## config.mk

```make
export PLATFORM = sky130hd
export DESIGN_NAME = instr_fetch
export DESIGN_NICKNAME = d
export VERILOG_FILES = /design/src/rtl/rv_pkg.sv /design/src/rtl/instr_fetch_fifo.sv /design/src/rtl/instr_fetch.sv
export SDC_FILE = /design/constraint.sdc
export NUM_CORES = 1
export LEC_CHECK = 0
export ABC_CLOCK_PERIOD_IN_PS = 7500
export BUFFER_PORTS_ARGS = -buffer_cell sky130_fd_sc_hd__buf_2
export CORE_AREA = 2 2 143 145
export DETAILED_ROUTE_END_ITERATION = 6
export DIE_AREA = 0 0 145 147
export GPL_TIMING_DRIVEN = 0
export HOLD_SLACK_MARGIN = 0.03
export PLACE_DENSITY = 0.7
export SLEW_MARGIN = 0
export SYNTH_ARGS = -nofsm -noshare
export SYNTH_HDL_FRONTEND = slang
export SYNTH_SLANG_ARGS = --single-unit
```

## constraint.sdc

```tcl
create_clock -name clk -period 7.5 [get_ports clk]
set_clock_uncertainty 0.15 [all_clocks]
set_input_delay 1.5 -clock clk [delete_from_list [all_inputs] [get_ports clk]]
set_output_delay 1.5 -clock clk [all_outputs]
set_load 0.01 [all_outputs]
```

## src/rtl/rv_pkg.sv

```systemverilog
// Shared RV32I definitions for the fetch front end: opcode constants,
// the canonical NOP encoding and the fetch state enumeration.
package rv_pkg;

  localparam logic [6:0] OPC_R      = 7'b0110011;
  localparam logic [6:0] OPC_I      = 7'b0010011;
  localparam logic [6:0] OPC_LOAD   = 7'b0000011;
  localparam logic [6:0] OPC_STORE  = 7'b0100011;
  localparam logic [6:0] OPC_BRANCH = 7'b1100011;
  localparam logic [6:0] OPC_JAL    = 7'b1101111;

  localparam logic [31:0] NOP_INSTR = 32'h0000_0013;

  typedef enum logic [1:0] {
    RUN   = 2'd0,
    DRAIN = 2'd1,
    HALT  = 2'd2
  } fetch_state_e;

endpackage

```

## src/rtl/instr_fetch_fifo.sv

```systemverilog
// Synchronous FIFO with flush, used for the instruction buffer and the PC tag queue.
// Occupancy is exported; a push on a full FIFO succeeds only together with a pop.
module fetch_fifo #(
  parameter int WIDTH = 32,
  parameter int DEPTH = 2
) (
  input  logic                   clk,
  input  logic                   rst,
  input  logic                   flush,
  input  logic                   push,
  input  logic [WIDTH-1:0]       push_data,
  input  logic                   pop,
  output logic [WIDTH-1:0]       head,
  output logic [$clog2(DEPTH):0] count
);

  localparam int PW = $clog2(DEPTH);
  localparam int CW = PW + 1;
  localparam logic [CW-1:0] FULL_CNT = CW'(DEPTH);

  logic [WIDTH-1:0] mem_r [DEPTH];
  logic [PW-1:0]    rd_ptr_r;
  logic [PW-1:0]    wr_ptr_r;
  logic [CW-1:0]    count_r;
  logic             do_push_s;
  logic             do_pop_s;

  assign do_pop_s  = pop & (count_r != {CW{1'b0}});
  assign do_push_s = push & ((count_r != FULL_CNT) | do_pop_s);

  // Pointers and occupancy; flush empties the queue regardless of push/pop
  always_ff @(posedge clk or posedge rst) begin
    if (rst) begin
      rd_ptr_r <= {PW{1'b0}};
      wr_ptr_r <= {PW{1'b0}};
      count_r  <= {CW{1'b0}};
    end else if (flush) begin
      rd_ptr_r <= {PW{1'b0}};
      wr_ptr_r <= {PW{1'b0}};
      count_r  <= {CW{1'b0}};
    end else begin
      if (do_push_s) wr_ptr_r <= wr_ptr_r + PW'(1);
      if (do_pop_s)  rd_ptr_r <= rd_ptr_r + PW'(1);
      case ({do_push_s, do_pop_s})
        2'b10:   count_r <= count_r + CW'(1);
        2'b01:   count_r <= count_r - CW'(1);
        default: count_r <= count_r;
      endcase
    end
  end

  // Entry storage
  always_ff @(posedge clk) begin
    if (do_push_s && !flush) mem_r[wr_ptr_r] <= push_data;
  end

  assign head  = mem_r[rd_ptr_r];
  assign count = count_r;

endmodule

```

## src/rtl/instr_fetch.sv

```systemverilog
// RV32I instruction fetch: PC, in-order imem requests, response buffer and decode handshake.
// Optional IFETCH_MISALIGN_TRAP_EN halts fetch and raises fetch_fault on a misaligned redirect.
module instr_fetch
  import rv_pkg::*;
#(
  parameter logic [31:0] RESET_PC   = 32'h0000_0000,
  parameter int          FIFO_DEPTH = 2
) (
  input  logic        clk,
  input  logic        rst,
  output logic        imem_req_valid,
  output logic [31:0] imem_req_addr,
  input  logic        imem_req_ready,
  input  logic        imem_rsp_valid,
  input  logic [31:0] imem_rsp_data,
  input  logic        redirect_valid,
  input  logic [31:0] redirect_pc,
  output logic        id_valid,
  input  logic        id_ready,
  output logic [31:0] id_instr,
  output logic [31:0] id_pc,
  output logic [6:0]  id_opcode,
  output logic [2:0]  id_funct3,
  output logic [6:0]  id_funct7
`ifdef IFETCH_MISALIGN_TRAP_EN
  ,
  output logic        fetch_fault
`endif
);

  localparam int CW = $clog2(FIFO_DEPTH) + 1;
  localparam logic [CW:0] DEPTH_W = (CW+1)'(FIFO_DEPTH);

  fetch_state_e  state_r;
  fetch_state_e  state_nxt_s;
  logic [31:0]   pc_r;
  logic [CW-1:0] drop_cnt_r;
  logic [CW-1:0] drop_nxt_s;
  logic [CW-1:0] tag_count_s;
  logic [CW-1:0] buf_count_s;
  logic [CW-1:0] outstanding_s;
  logic [CW-1:0] outstanding_nxt_s;
  logic [CW:0]   pipe_load_s;
  logic [31:0]   tag_head_s;
  logic [63:0]   buf_head_s;
  logic          req_fire_s;
  logic          rsp_keep_s;
  logic          rsp_drop_s;
  logic          misalign_s;

  // Dropped requests hold no tag, so in-flight = tagged + still-to-drop
  assign outstanding_s     = tag_count_s + drop_cnt_r;
  assign outstanding_nxt_s = outstanding_s + CW'(req_fire_s) - CW'(imem_rsp_valid);
  assign pipe_load_s       = {1'b0, outstanding_s} + {1'b0, buf_count_s};
  assign req_fire_s        = imem_req_valid & imem_req_ready;
  assign rsp_drop_s        = imem_rsp_valid & (drop_cnt_r != {CW{1'b0}});
  assign rsp_keep_s        = imem_rsp_valid & (drop_cnt_r == {CW{1'b0}});

`ifdef IFETCH_MISALIGN_TRAP_EN
  assign misalign_s = redirect_valid & (redirect_pc[1:0] != 2'b00);
`else
  assign misalign_s = 1'b0;
`endif

  fetch_fifo #(.WIDTH(32), .DEPTH(FIFO_DEPTH)) u_tag_q (
    .clk       (clk),
    .rst       (rst),
    .flush     (redirect_valid),
    .push      (req_fire_s & ~redirect_valid),
    .push_data (pc_r),
    .pop       (rsp_keep_s),
    .head      (tag_head_s),
    .count     (tag_count_s)
  );

  fetch_fifo #(.WIDTH(64), .DEPTH(FIFO_DEPTH)) u_buf (
    .clk       (clk),
    .rst       (rst),
    .flush     (redirect_valid),
    .push      (rsp_keep_s & ~redirect_valid & (state_r != HALT)),
    .push_data ({tag_head_s, imem_rsp_data}),
    .pop       (id_valid & id_ready),
    .head      (buf_head_s),
    .count     (buf_count_s)
  );

  // State, PC and drop counter registers
  always_ff @(posedge clk or posedge rst) begin
    if (rst) begin
      state_r    <= RUN;
      pc_r       <= RESET_PC;
      drop_cnt_r <= {CW{1'b0}};
    end else begin
      state_r    <= state_nxt_s;
      drop_cnt_r <= drop_nxt_s;
      if (redirect_valid) pc_r <= redirect_pc & 32'hFFFF_FFFC;
      else if (req_fire_s) pc_r <= pc_r + 32'd4;
      else pc_r <= pc_r;
    end
  end

  // Next drop count and next state
  always_comb begin
    drop_nxt_s  = drop_cnt_r;
    state_nxt_s = state_r;
    if (redirect_valid) drop_nxt_s = outstanding_nxt_s;
    else if (rsp_drop_s) drop_nxt_s = drop_cnt_r - CW'(1);
    else drop_nxt_s = drop_cnt_r;
    case (state_r)
      HALT: state_nxt_s = HALT;
      RUN, DRAIN: begin
        if (misalign_s) state_nxt_s = HALT;
        else if (drop_nxt_s != {CW{1'b0}}) state_nxt_s = DRAIN;
        else state_nxt_s = RUN;
      end
      default: state_nxt_s = RUN;
    endcase
  end

  // Handshake outputs; decode fields read as zero while nothing is presented
  always_comb begin
    imem_req_valid = 1'b0;
    id_valid       = 1'b0;
    if (rst) begin
      imem_req_valid = 1'b0;
      id_valid       = 1'b0;
    end else begin
      imem_req_valid = (state_r != HALT) && (pipe_load_s < DEPTH_W);
      id_valid       = (state_r != HALT) && (buf_count_s != {CW{1'b0}});
    end
    imem_req_addr = pc_r;
    id_instr  = id_valid ? buf_head_s[31:0]  : 32'h0000_0000;
    id_pc     = id_valid ? buf_head_s[63:32] : 32'h0000_0000;
    id_opcode = id_instr[6:0];
    id_funct3 = id_instr[14:12];
    id_funct7 = id_instr[31:25];
`ifdef IFETCH_MISALIGN_TRAP_EN
    fetch_fault = (state_r == HALT);
`endif
  end

endmodule

```

### Word level (Yosys, flattened, before mapping)

Memories as Yosys holds them, arrays and structs flattened.
Index checks and enable logic that the tools add are counted.

| word-level totals | value |
|---|---|
| register bits | 44 |
| memory bits (writable) | 192 |
| word-level logic and storage cells | 94 |
| memories | 2 |

| cells by class | value |
|---|---|
| add/sub/neg operators | 14 |
| $lt $le $gt $ge | 1 |
| equality and inequality tests | 9 |
| multiplexer cells | 26 |
| bitwise logic cells | 14 |
| reduce and logical (&&, ||, !) cells | 19 |

Memories:

| name | depth | width | read ports | clocked after memory_dff | write ports | RTL line | text |
|---|---|---|---|---|---|---|---|
| u_buf.mem_r | 2 | 64 | 1 | 0 | 1 | instr_fetch_fifo.sv:21 | `logic [WIDTH-1:0] mem_r [DEPTH];` |
| u_tag_q.mem_r | 2 | 32 | 1 | 0 | 1 | instr_fetch_fifo.sv:21 |  |

Operators by type and width:

| kind | count |
|---|---|
| 2-to-1 mux 32 bit | 4 |
| adder 32 x 3 -> 32 bit (second input constant) | 1 |
| nonzero test 2 bit | 9 |
| 2-to-1 mux 1 bit | 15 |
| case mux 2 bit (2 select lines) | 3 |
| bitwise AND 1 bit | 11 |
| 2-to-1 mux 2 bit | 4 |
| equality test 2 x 1 -> 1 bit (second input constant) | 3 |
| equality test 2 bit (second input constant) | 3 |
| != test 2 bit (second input constant) | 3 |
| nonzero test 3 bit | 2 |
| subtractor 2 x 1 -> 2 bit (second input constant) | 3 |
| adder 1 bit (second input constant) | 4 |
| adder 2 x 1 -> 2 bit (second input constant) | 2 |
| logical AND 1 bit | 4 |
| logical NOT 2 bit | 2 |
| adder 2 x 2 -> 3 bit | 1 |
| < comparator 3 x 2 -> 1 bit (second input constant) | 1 |
| adder 2 x 1 -> 2 bit | 1 |
| adder 2 bit | 1 |
| bitwise OR 1 bit | 2 |
| OR reduction 2 bit | 1 |
| subtractor 2 x 1 -> 2 bit | 1 |
| logical NOT 1 bit | 1 |
| NOT 1 bit | 1 |

### Depth between registers and ports, before layout

Gate-level depths: netlist of the first run.

| logic depth | value |
|---|---|
| depth after elaboration | 12 |
| mapped depth | 13 |
| gate-level depth less buffers | 13 |

### Hierarchy

A second synthesis of the first run with hierarchy kept.

| second synthesis, totals | value |
|---|---|
| cell total of the unflattened synthesis | 729 |
| area total of the unflattened synthesis | 10333.7 µm² |

Modules (own cells, without submodules):

| module | instances | cells an instance | area an instance (µm²) | seq. area each (µm²) |
|---|---|---|---|---|
| fetch_fifo at u_buf | 1 | 227 | 4849.7 | 3943.8 |
| instr_fetch | 1 | 374 | 2932.8 | 850.8 |
| fetch_fifo at u_tag_q | 1 | 128 | 2551.2 | 2021.9 |

### Least setup slack after synthesis of the first run

Ideal clock, no wire load.

| path | value |
|---|---|
| path type | input to register |
| from | input redirect_valid |
| to | memory u_tag_q.mem_r[2][10] (netlist: u_tag_q.mem_r[1][10]) (enable) |
| setup time | 0.504 ns |
| data arrival time | 5.317 ns |
| data required time | 6.846 ns |
| path slack | 1.530 ns |
| stages on the path | 4 |
| path buffers | 3 |
| path through | clkbuf_1 > clkbuf_1 > buf_1 > nor4b_1 |

| on the way | value |
|---|---|
| word-level cells in the longest chain between the ends | 6 |

RTL lines:

| what | RTL line | text |
|---|---|---|
| start, declared | instr_fetch.sv:16 | `input logic redirect_valid,` |
| NOT 1 bit | instr_fetch.sv:69 | `.push (req_fire_s & ~redirect_valid),` |
| bitwise AND 1 bit | instr_fetch.sv:69 |  |
| bitwise AND 1 bit | instr_fetch_fifo.sv:29 | `assign do_push_s = push & ((count_r != FULL_CNT) \| do_pop_s);` |
| logical AND 1 bit * | instr_fetch_fifo.sv:54 | `if (do_push_s && !flush) mem_r[wr_ptr_r] <= push_data;` |
| 2-to-1 mux 1 bit * | instr_fetch_fifo.sv:54 |  |
| 2-to-1 mux 1 bit (implied by the code) * | instr_fetch_fifo.sv:54 |  |
| end, declared | instr_fetch_fifo.sv:21 |  |

Every way passes the cells marked *; elsewhere a longest branch is shown, timed or not.

### Final worst setup path of the first run

| path | value |
|---|---|
| from | input rst |
| to | output id_opcode[1] |

| on the way | value |
|---|---|
| word-level cells in the longest chain between the ends | 2 |

RTL lines:

| what | RTL line | text |
|---|---|---|
| start, declared | instr_fetch.sv:10 | `input logic rst,` |
| 2-to-1 mux 1 bit | instr_fetch.sv:124 | `if (rst) begin` |
| 2-to-1 mux 32 bit | instr_fetch.sv:132 | `id_instr = id_valid ? buf_head_s[31:0] : 32'h0000_0000;` |
| end, declared | instr_fetch.sv:22 | `output logic [6:0] id_opcode,` |

Every way passes these cells.

==> out/metrics.cfg, run 1 <==
[yosys]
ys_top_cells_by_count = edfxtp_1, nor2_1, mux2i_1
syn_avg_cell_area_sq_um = 13.9
synth_cell_types = 52
synth.most_common_cell = edfxtp_1
yosys_most_used_dff = edfxtp_1
yosysWarnings = 0
seq_area_frac_synth_pct = 67.9
synth_area_leaders = edfxtp_1, dfrtp_1, mux2i_1
synth_top_area_share_pct = 57.1
synth_edf_count = 184
async_flop_share_pct = 18.6
synth_top_cell_by_area = edfxtp_1
netlist_area_sq_mm = 0.00968
yosys_register_bits = 226
syn_inst = 697

[clock_network]
cts-root-buf = clkbuf_16
clock_latency_ns = 0.51
postCtsSetupBuffers = 0
tritoncts = done
cts_buffers = 23
cts_resized = 0
cts.reportedPaths.clkPinSlew_ns = 0.07
cts_max_path_buffers = 3
holdBufCountCts = 0
htree_num_levels = 1
cts_sinks = 226

[power]
p_clk_share_pct = 33.2
combPwrFrac_pct = 18.8
swShare_pct = 26.9
vdd_drop_max_mv = 0.159
power.share.sequential_pct = 48.0
power.density_mw_per_mm2 = 274
power_switching_uw = 872
power_mw = 3.25
internal_power_mw = 2.37
p_leak_nw = 4.44

[grt]
groute.usage.overall_pct = 20.2
overflow = 0
grt_max_degree = 43
grt_pass1_vias = 6173
grt_pass1_wl_microns = 33700
antenna_found_initial = 0

[flow_run]
max_cap_viol_count = 0

[timing]
timing.final.ws_setup_ns = 2.53
rsz0062_at_grt = false
period_needed_ns = 4.97
slew-limit-headroom_pct = 30.9
finalCritPeriodShare_pct = 66.2
fin_hold_ws_ns = 0.278
max_freq_ghz = 0.201
tns_ns = 0
worstMarginPinSlew_ns = 1.03
drv_slew = 0
hold_violations = 0
finalSetupViolCount = 0

[drt]
ant_nets = 0
num_vias = 6463
route.detailed.drc = 0
routed_wl_microns = 21700
drt-wirelength-per-cell_microns = 18.0
via_per_inst = 5.37
dr.first_iter.drc_count = 402
drt-pass1-iter-count = 5

[die]
num_rows = 52
coreArea_sq_mm = 0.0198
die_w_microns = 145
dieArea_sq_mm = 0.0213
start_util_pct = 48.8
die_y_microns = 147
ios = 185

[finish]
post-route-util_pct = 59.6
antenna_cells = 0
fin_cells = 1203
area_growth_pct = 22.1
fill_cells = 1552
drive_gt1_share_pct = 30.4
fin_area_sq_mm = 0.0118
nNetsFinal = 992

[worst_hold_path]
hold_class = flip-flop to flip-flop

[worst_setup_path]
endpoint_kind = output pin
cp.required_ns = 5.85
crit_path_max_fanout = 10
critical_path_class = input pin to output pin
critical_path_arrival_ns = 3.32
cp-start-kind = input pin

[placed_design]
dp_hpwl_microns = 15100
port_buffers = 178
placed_cells = 1161
pre_cts_slack_ns = 2.40
dpl_cell_area_sq_mm = 0.0111
gp_congestion = 0.849

[run_status]
status = complete, no violations

[per-layer routing]
layer | up-vias | track usage (%) | share of wire, %
li1 | 3046 | - | -
met1 | 3151 | 27.5 | 43
met2 | 228 | 33.7 | 49
met3 | 38 | 2.89 | 5.8
met4 | 0 | 6.58 | 2.5
met5 | - | 0 | 0
[cells by family (layout without fill, tap and decap cells)]
group,count (synthesis),count (layout),synth area share (%)
other,1,4,0.0387
AOI/OAI and AO/OA,71,71,4.94
adders and majority gates,6,6,0.853
xor gates and xnor gates,11,11,1.14
muxes,97,97,10.4
DFF,226,226,67.9
and+or+nand+nor,213,213,11.0
buffers and inverters,72,305,3.72
[power groups by stage]
stage / clock network (mW) / logic (mW) / registers, mW
after floorplan: 0 / 0.387 / 1.58
after global placement: 0 / 0.580 / 1.59
after detailed placement: 0 / 0.616 / 1.58
after CTS: 1.10 / 0.619 / 1.56
after global routing: 1.15 / 0.676 / 1.57
final: 1.08 / 0.611 / 1.56
[sequential cells by signal, indices dropped and copies added, names as in the netlist]
name / cells
u_buf.mem_r: 124
u_tag_q.mem_r: 60
imem_req_addr: 30
drop_cnt_r: 2
state_r: 2
u_buf.count: 2
u_tag_q.count: 2
u_buf.rd_ptr_r: 1
u_buf.wr_ptr_r: 1
u_tag_q.rd_ptr_r: 1
u_tag_q.wr_ptr_r: 1
[worst paths after layout]
path,start,to,slack [ns],depth (start not counted)
setup / recovery,rst,id_opcode[1],2.53,7
max in group asynchronous,rst,drop_cnt_r[0],5.97,3
setup reg to reg,u_tag_q.count[0],u_tag_q.mem_r[1][25],3.37,10
hold / removal,state_r[1],state_r[0],0.28,1
min in group asynchronous,rst,imem_req_addr[4],0.79,2
hold reg to reg,state_r[1],state_r[0],0.28,1
[layout make-up]
cell class | count | area, sq um | area share [%]
clock inverters | 6 | 63.8 | 0.540
repair buffers | 191 | 1060 | 8.95
multi-input cells | 402 | 2790 | 23.6
clock buffers | 36 | 644 | 5.45
plain buffers | 57 | 302 | 2.55
inverters | 15 | 58.8 | 0.497
well taps | 270 | 338 | 2.86
flip-flops and latches | 226 | 6580 | 55.6
[cells in the final DEF (no fill, tap or decap), types with 3 or more instances in the layout]
cell type / count
a21oi_1: 8
conb_1: 4
clkbuf_1: 39
o31ai_1: 12
nand2_1: 35
nor3b_1: 3
nand3_1: 25
a31oi_1: 13
nor2_1: 80
nor4_2: 3
o211ai_1: 6
o21ai_0: 14
dfrtp_1: 42
buf_12: 4
o311ai_0: 4
nor3_1: 6
clkbuf_16: 23
buf_2: 179
buf_1: 6
ha_1: 5
buf_4: 29
nand4_1: 11
mux2i_1: 66
inv_1: 12
xnor2_1: 7
xor2_1: 3
mux2_2: 31
edfxtp_1: 184
or3_1: 3
and4_1: 7
nand2b_1: 4
nor2b_1: 5
and2_1: 4
or4_1: 15
and3_1: 3
[worst max-delay path, cell delays in order]
cell and delay (ns):
buf_2 0.17, or3_1 0.13, clkbuf_1 0.66, clkbuf_1 0.44, nor2_1 0.12, buf_4 0.15, buf_2 0.13
No activity file was read; power rests on OpenSTA's default activity.
==> run 2: changes to the inputs <==
ABC_CLOCK_PERIOD_IN_PS = 4000   (was 7500)
PLACE_DENSITY = 0.73   (was 0.7)
clock period = 4 ns   (was 7.5 ns; I/O delays follow)
==> run 2 against run 1 <==
Net effect: clock-buffer cell count decreased by 11; via count about the same; non-clock buffer count up 5; global-route usage is 0.47 points lower; critical path depth grew 2.
==> out/metrics.cfg, run 2 (synthesis results as in run 1) <==
[die]
dieArea_sq_mm = 0.0213  ; unchanged
num_rows = 52  ; unchanged
ios = 185  ; unchanged
die_y_microns = 147  ; unchanged
die_w_microns = 145  ; unchanged
start_util_pct = 48.8  ; unchanged
coreArea_sq_mm = 0.0198  ; unchanged

[finish]
final_common_cell = edfxtp_1
nNetsFinal = 997  ; +0.50%
largest_reg_flops = 124  ; unchanged
antenna_cells = 0  ; unchanged
drive_gt1_share_pct = 31.2  ; +0.72 points
area_growth_pct = 22.9
fin_cells = 1207  ; +0.33%
top_register = u_buf.mem_r
final_cell_mix = edfxtp_1, buf_2, nor2_1

[worst_setup_path]
crit_buf_inv = 6  ; +1
cpLargestDelayFamily = buffers and inverters
cp_common_cell = clkbuf_1
reg2regPathDepth = 13  ; +3
endpoint_kind = output pin
cp.required_ns = 3.05  ; -2.80 ns
cp_slowest_cell = clkbuf_1
critical_path_arrival_ns = 2.69  ; -0.63 ns
critical_path_class = flip-flop to output pin
critPathMaxStageDelay_ns = 0.47  ; -0.19 ns
crit_path_max_fanout = 10  ; unchanged
cp-start-kind = flip-flop
crit_chain = nand2b_1 > buf_6 > inv_4 > or3_1 > clkbuf_1 > clkbuf_1 > nor2_1 > buf_4 > buf_2
path_depth = 9  ; +2

[timing]
timing.final.ws_setup_ns = 0.362  ; -2.17 ns
drv_slew = 0  ; unchanged
worstMarginPinSlew_ns = 0.886  ; -0.142 ns
period_needed_ns = 3.64
slew-limit-headroom_pct = 40.4  ; +9.5 points
max_freq_ghz = 0.275
finalCritPeriodShare_pct = 91.0
rsz0062_at_grt = false
finalSetupViolCount = 0  ; unchanged
hold_violations = 0  ; unchanged

[drt]
dr.first_iter.drc_count = 457  ; +14%
routed_wl_microns = 21100  ; -2.7%
routed-wl-met2_microns = 10200  ; -3.0%
route.detailed.drc = 0  ; unchanged
via_per_inst = 5.36  ; -0.29%
top_layer = met4
drt-pass1-iter-count = 5  ; unchanged
ant_nets = 0  ; unchanged
wl_met1_microns = 8800  ; -5.9%
num_vias = 6466  ; +0.046%
wl_met3_microns = 1540  ; +23%
drt-wirelength-per-cell_microns = 17.5  ; -3.1%

[run_status]
status = complete, no violations

[grt]
grt_pass1_wl_microns = 33500  ; -0.59%
grt_pass1_vias = 6429  ; +4.1%
overflow = 0  ; unchanged
antenna_found_initial = 0  ; unchanged
groute.usage.overall_pct = 19.7  ; -0.47 points
grt_max_degree = 41  ; -4.7%

[clock_network]
htree_num_levels = 1  ; unchanged
cts_max_path_buffers = 3  ; unchanged
cts_buffers = 23  ; unchanged
clock_latency_ns = 0.51  ; about the same
cts_sinks = 226  ; unchanged
holdBufCountCts = 0  ; unchanged
cts.reportedPaths.clkPinSlew_ns = 0.06  ; about the same
tritoncts = done
cts-root-buf = clkbuf_16

[power]
vdd_drop_max_mv = 0.269  ; +70%
p_leak_nw = 4.48  ; +0.91%
power.density_mw_per_mm2 = 512  ; +87%

[worst_hold_path]
hold_class = input pin to async pin

[placed_design]
placed_cells = 1157  ; -0.34%
pre_cts_slack_ns = 0.0280  ; -2.38 ns
dp_hpwl_microns = 14800  ; -1.6%
port_buffers = 178  ; unchanged
gp_congestion = 0.866  ; +2.0%

[flow_run]
max_cap_viol_count = 0  ; unchanged

==> run 2: changes by cell type in the layout (fill, tap and decap cells not counted), moves of 2 or more <==
cell | previous run | this run
buf_6 | 1 | 5
clkbuf_1 | 39 | 30
clkbuf_8 | 2 | 0
clkinv_1 | 2 | 8
clkinv_2 | 1 | 3
==> run 2: stage by stage <==
stage / total power, mW / area (sq um) / setup TNS [ns] / hold WS (ns) / util, %
6_report: 6.10 / 11900 / 0 / 0.100 / 60.0
5_1_grt: 6.38 / 11900 / 0 / 0.102 / 60.0
4_1_cts: 6.14 / 11800 / 0 / 0.0805 / 59.6
3_5_place_dp: 4.12 / 11100 / 0 / 0.278 / 56.0
3_3_place_gp: 4.06 / 11000 / -377.62 / 0.294 / 55.2
2_1_floorplan: 3.69 / 9730 / -98.13 / 0.254 / -
==> run 2: layer usage <==
layer / up-vias / global-route usage, %
met5: - / 0
met4: 0 / 7.13
met3: 39 / 3.07
met2: 280 / 33.1
met1: 3085 / 26.2
li1: 3062 / -
==> run 2: worst paths after layout <==
| check | from | to | slack, ns |
|---|---|---|---|
| worst max register to register | u_tag_q.count[0] | state_r[0] | 0.44 |
| min in group clk | state_r[1] | state_r[0] | 0.29 |
| worst min-delay path | rst | u_buf.count[0] | 0.10 |
| worst max-delay path | state_r[0] | id_opcode[6] | 0.36 |
| worst min register to register | state_r[1] | state_r[0] | 0.29 |
| max in group asynchronous | rst | imem_req_addr[13] | 3.14 |
==> run 2: worst register-to-register path, stage by stage (launching register included) <==
cell and delay, ns:
dfrtp_1 0.43, ha_1 0.18, xnor3_1 0.27, fa_1 0.56, nand3_1 0.12, nor3_2 0.33
inv_1 0.26, ha_1 0.33, inv_1 0.04, ha_1 0.17, xor2_1 0.15, xnor2_1 0.13
nand2_1 0.09, a41oi_1 0.25
==> run 2: cell type report <==
class	count	area [sq um]
buffer	57	302
inverter	15	58.8
clock buffer	25	583
fill	1578	7940
tap	270	338
timing repair buffer	196	1100
clock inverter	16	135
sequential	226	6580
multi-input combinational	402	2810
==> run 2: repair_timing <==
action / in CTS / in global routing
resized for setup: 0 / 1
buffers inserted: 0 / 9
endpoints found under the setup margin: 0 / 61
==> run 2: power by group <==
group / total [mW] / leakage, nW / switching [mW] / internal [mW]
Combinational: 1.16 / 1.97 / 0.662 / 0.495
Sequential: 2.92 / 2.16 / 0.131 / 2.79
Clock: 2.02 / 0.350 / 0.835 / 1.18
Total: 6.10 / 4.48 / 1.63 / 4.47
==> run 3: changes to the inputs <==
ABC_CLOCK_PERIOD_IN_PS = 4100   (was 4000)
CTS_CLUSTER_SIZE = 20   (was unset)
PLACE_DENSITY = 0.7   (was 0.73)
clock period = 4.1 ns   (was 4 ns; I/O delays follow)
==> run 3 against run 2 <==
Net effect: total power decreased by 3.0%; first-iteration DRC count increased by 9.0%; sequential share of layout area increased by 0.22 points; critical path type is now flip-flop to flip-flop; non-clock buffer count decreased by 6; largest power group unchanged; routed wire length increased by 1.1%.
==> out/metrics.cfg, run 3 (synthesis results as in run 1) <==
[run_status]
status = complete, no violations

[placed_design]
port_buffers = 178  ; unchanged
dpl_cell_area_sq_mm = 0.0111  ; +0.17%
pre_cts_slack_ns = 0.205  ; +0.177 ns
dp_hpwl_microns = 14700  ; -0.91%
placed_cells = 1157  ; unchanged
gp_congestion = 0.888  ; +2.5%

[timing]
finalCritPeriodShare_pct = 93.4
rsz0062_at_grt = false
slew-limit-headroom_pct = 37.3  ; -3.1 points
timing.final.ws_setup_ns = 0.270  ; -0.0922 ns
hold_violations = 0  ; unchanged
drv_slew = 0  ; unchanged
period_needed_ns = 3.83
max_freq_ghz = 0.261
worstMarginPinSlew_ns = 0.932  ; +0.0461 ns
finalSetupViolCount = 0  ; unchanged

[grt]
antenna_found_initial = 0  ; unchanged
grt_pass1_vias = 6172  ; -4.0%
grt.busiest_layer = met2
groute.usage.overall_pct = 19.6  ; -0.10 points
grt_pass1_wl_microns = 33200  ; -0.95%
use_met2_pct = 31.3  ; -1.9 points
grt_max_degree = 41  ; unchanged
grt_use_met1_pct = 27.8  ; +1.6 points
overflow = 0  ; unchanged
grt.met3_usage_pct = 2.89  ; -0.19 points

[worst_setup_path]
endpoint_kind = flip-flop
critical_path_class = flip-flop to flip-flop
crit_path_max_fanout = 7  ; -3
cp.required_ns = 4.36  ; +1.31 ns
crit_chain = ha_1 > xnor3_1 > fa_1 > nand3_1 > nor3_1 > inv_1 > ha_1 > inv_1 > ha_1 > xor2_1 > xnor2_1 > nand2_1 > a41oi_1
critPathMaxStageDelay_ns = 0.56  ; +0.09 ns
cp_slowest_cell = fa_1
cp_common_cell = ha_1
critical_path_arrival_ns = 4.09  ; +1.40 ns
cp-start-kind = flip-flop

[finish]
drive_gt1_share_pct = 31.0  ; -0.15 points
final_cell_mix = edfxtp_1, buf_2, nor2_1
nNetsFinal = 991  ; -0.60%
largest_reg_flops = 124  ; unchanged
area_growth_pct = 22.5
antenna_cells = 0  ; unchanged
fill_cells = 1566  ; -0.76%
top_register = u_buf.mem_r
post-route-util_pct = 59.8  ; -0.23 points
fin_cells = 1202  ; -0.41%
fin_area_sq_mm = 0.0119  ; -0.39%
final_common_cell = edfxtp_1

[flow_run]
max_cap_viol_count = 0  ; unchanged

[clock_network]
cts_sinks = 226  ; unchanged
cts_max_path_buffers = 3  ; unchanged
cts_buffers = 23  ; unchanged
cts_resized = 0  ; unchanged
htree_num_levels = 1  ; unchanged
tritoncts = done
clock_latency_ns = 0.50  ; about the same
cts.reportedPaths.clkPinSlew_ns = 0.06  ; about the same
cts-root-buf = clkbuf_16

[drt]
routed_wl_microns = 21300  ; +1.1%
via_per_inst = 5.42  ; +1.2%
route.detailed.drc = 0  ; unchanged
drt-wirelength-per-cell_microns = 17.7  ; +1.5%
ant_nets = 0  ; unchanged
num_vias = 6516  ; +0.77%
drt-pass1-iter-count = 5  ; unchanged
dr.first_iter.drc_count = 498  ; +9.0%

[die]
start_util_pct = 48.8  ; unchanged
die_w_microns = 145  ; unchanged
die_y_microns = 147  ; unchanged
num_rows = 52  ; unchanged
ios = 185  ; unchanged
dieArea_sq_mm = 0.0213  ; unchanged
coreArea_sq_mm = 0.0198  ; unchanged

[power]
vdd_drop_max_mv = 0.276  ; +2.7%
internal_power_mw = 4.30  ; -3.8%
swShare_pct = 27.3  ; +0.58 points
power.share.sequential_pct = 48.2  ; +0.3 points
p_clk_share_pct = 32.7  ; -0.4 points
p_leak_nw = 4.45  ; -0.78%
combPwrFrac_pct = 19.1  ; about the same
power_switching_mw = 1.61  ; -0.86%
power_mw = 5.92  ; -3.0%
power.density_mw_per_mm2 = 499  ; -2.6%

[worst_hold_path]
hold_class = input pin to async pin

## run 3: cell types whose count changed in the layout (fill, tap and decap cells not counted), moves of 2 or more
cell,before,now
clkinvlp_4,1,3
clkinv_2,3,7
buf_4,30,24
buf_16,0,2
clkinv_1,8,4
buf_12,5,3
## run 3: power groups by stage
stage,logic (mW),registers [mW],clock network (mW)
floorplan,0.717,2.88,0
global placement,1.07,2.91,0
detailed placement,1.13,2.90,0
CTS,1.13,2.85,1.98
global route,1.25,2.87,2.06
finish,1.13,2.85,1.94
## run 3: per-layer routing
metal	vias up	part of all wire (%)
met5	-	0
met4	0	2.5
met3	35	6.5
met2	274	46
met1	3169	45
li1	3038	-
## run 3: layout make-up
type	count	area (sq um)	share of cell area (%)
flip-flops and latches	226	6580	55.5
multi-input cells	402	2800	23.6
repair buffers	190	1080	9.08
clock buffers	26	587	4.95
well taps	270	338	2.85
plain buffers	57	302	2.54
clock inverters	16	116	0.981
inverters	15	58.8	0.496
## run 3: final timing paths
kind / end / slack, ns / cells past startpoint / start
min in group clk: state_r[0] / 0.31 / 1 / state_r[1]
max in group asynchronous: imem_req_addr[30] / 3.21 / 3 / rst
min: u_buf.count[0] / 0.13 / 2 / rst
max reg2reg: state_r[0] / 0.27 / 13 / u_tag_q.count[0]
max: state_r[0] / 0.27 / 13 / u_tag_q.count[0]
min reg2reg: state_r[0] / 0.31 / 1 / state_r[1]
## run 3: critical path: cells and delay by family, from the launching register on
kind,cells,cell delay [ns]
xor+xnor,3,0.56
compound gates,1,0.24
simple gates,3,0.72
buf+inv,2,0.36
fa+ha+maj,4,1.29
flops,1,0.44
## run 3: stage by stage
step           setup TNS [ns]  hold slack, ns
3_3_place_gp          -396.92           0.292
5_1_grt                     0           0.139
2_1_floorplan          -88.21           0.254
6_report                    0           0.132
4_1_cts                     0           0.121
3_5_place_dp                0           0.288
## run 3: what timing repair did
item                       4_1_cts  5_1_grt
setup endpoints to repair        0       14
setup buffers                    0        3
hold buffers                     0        0
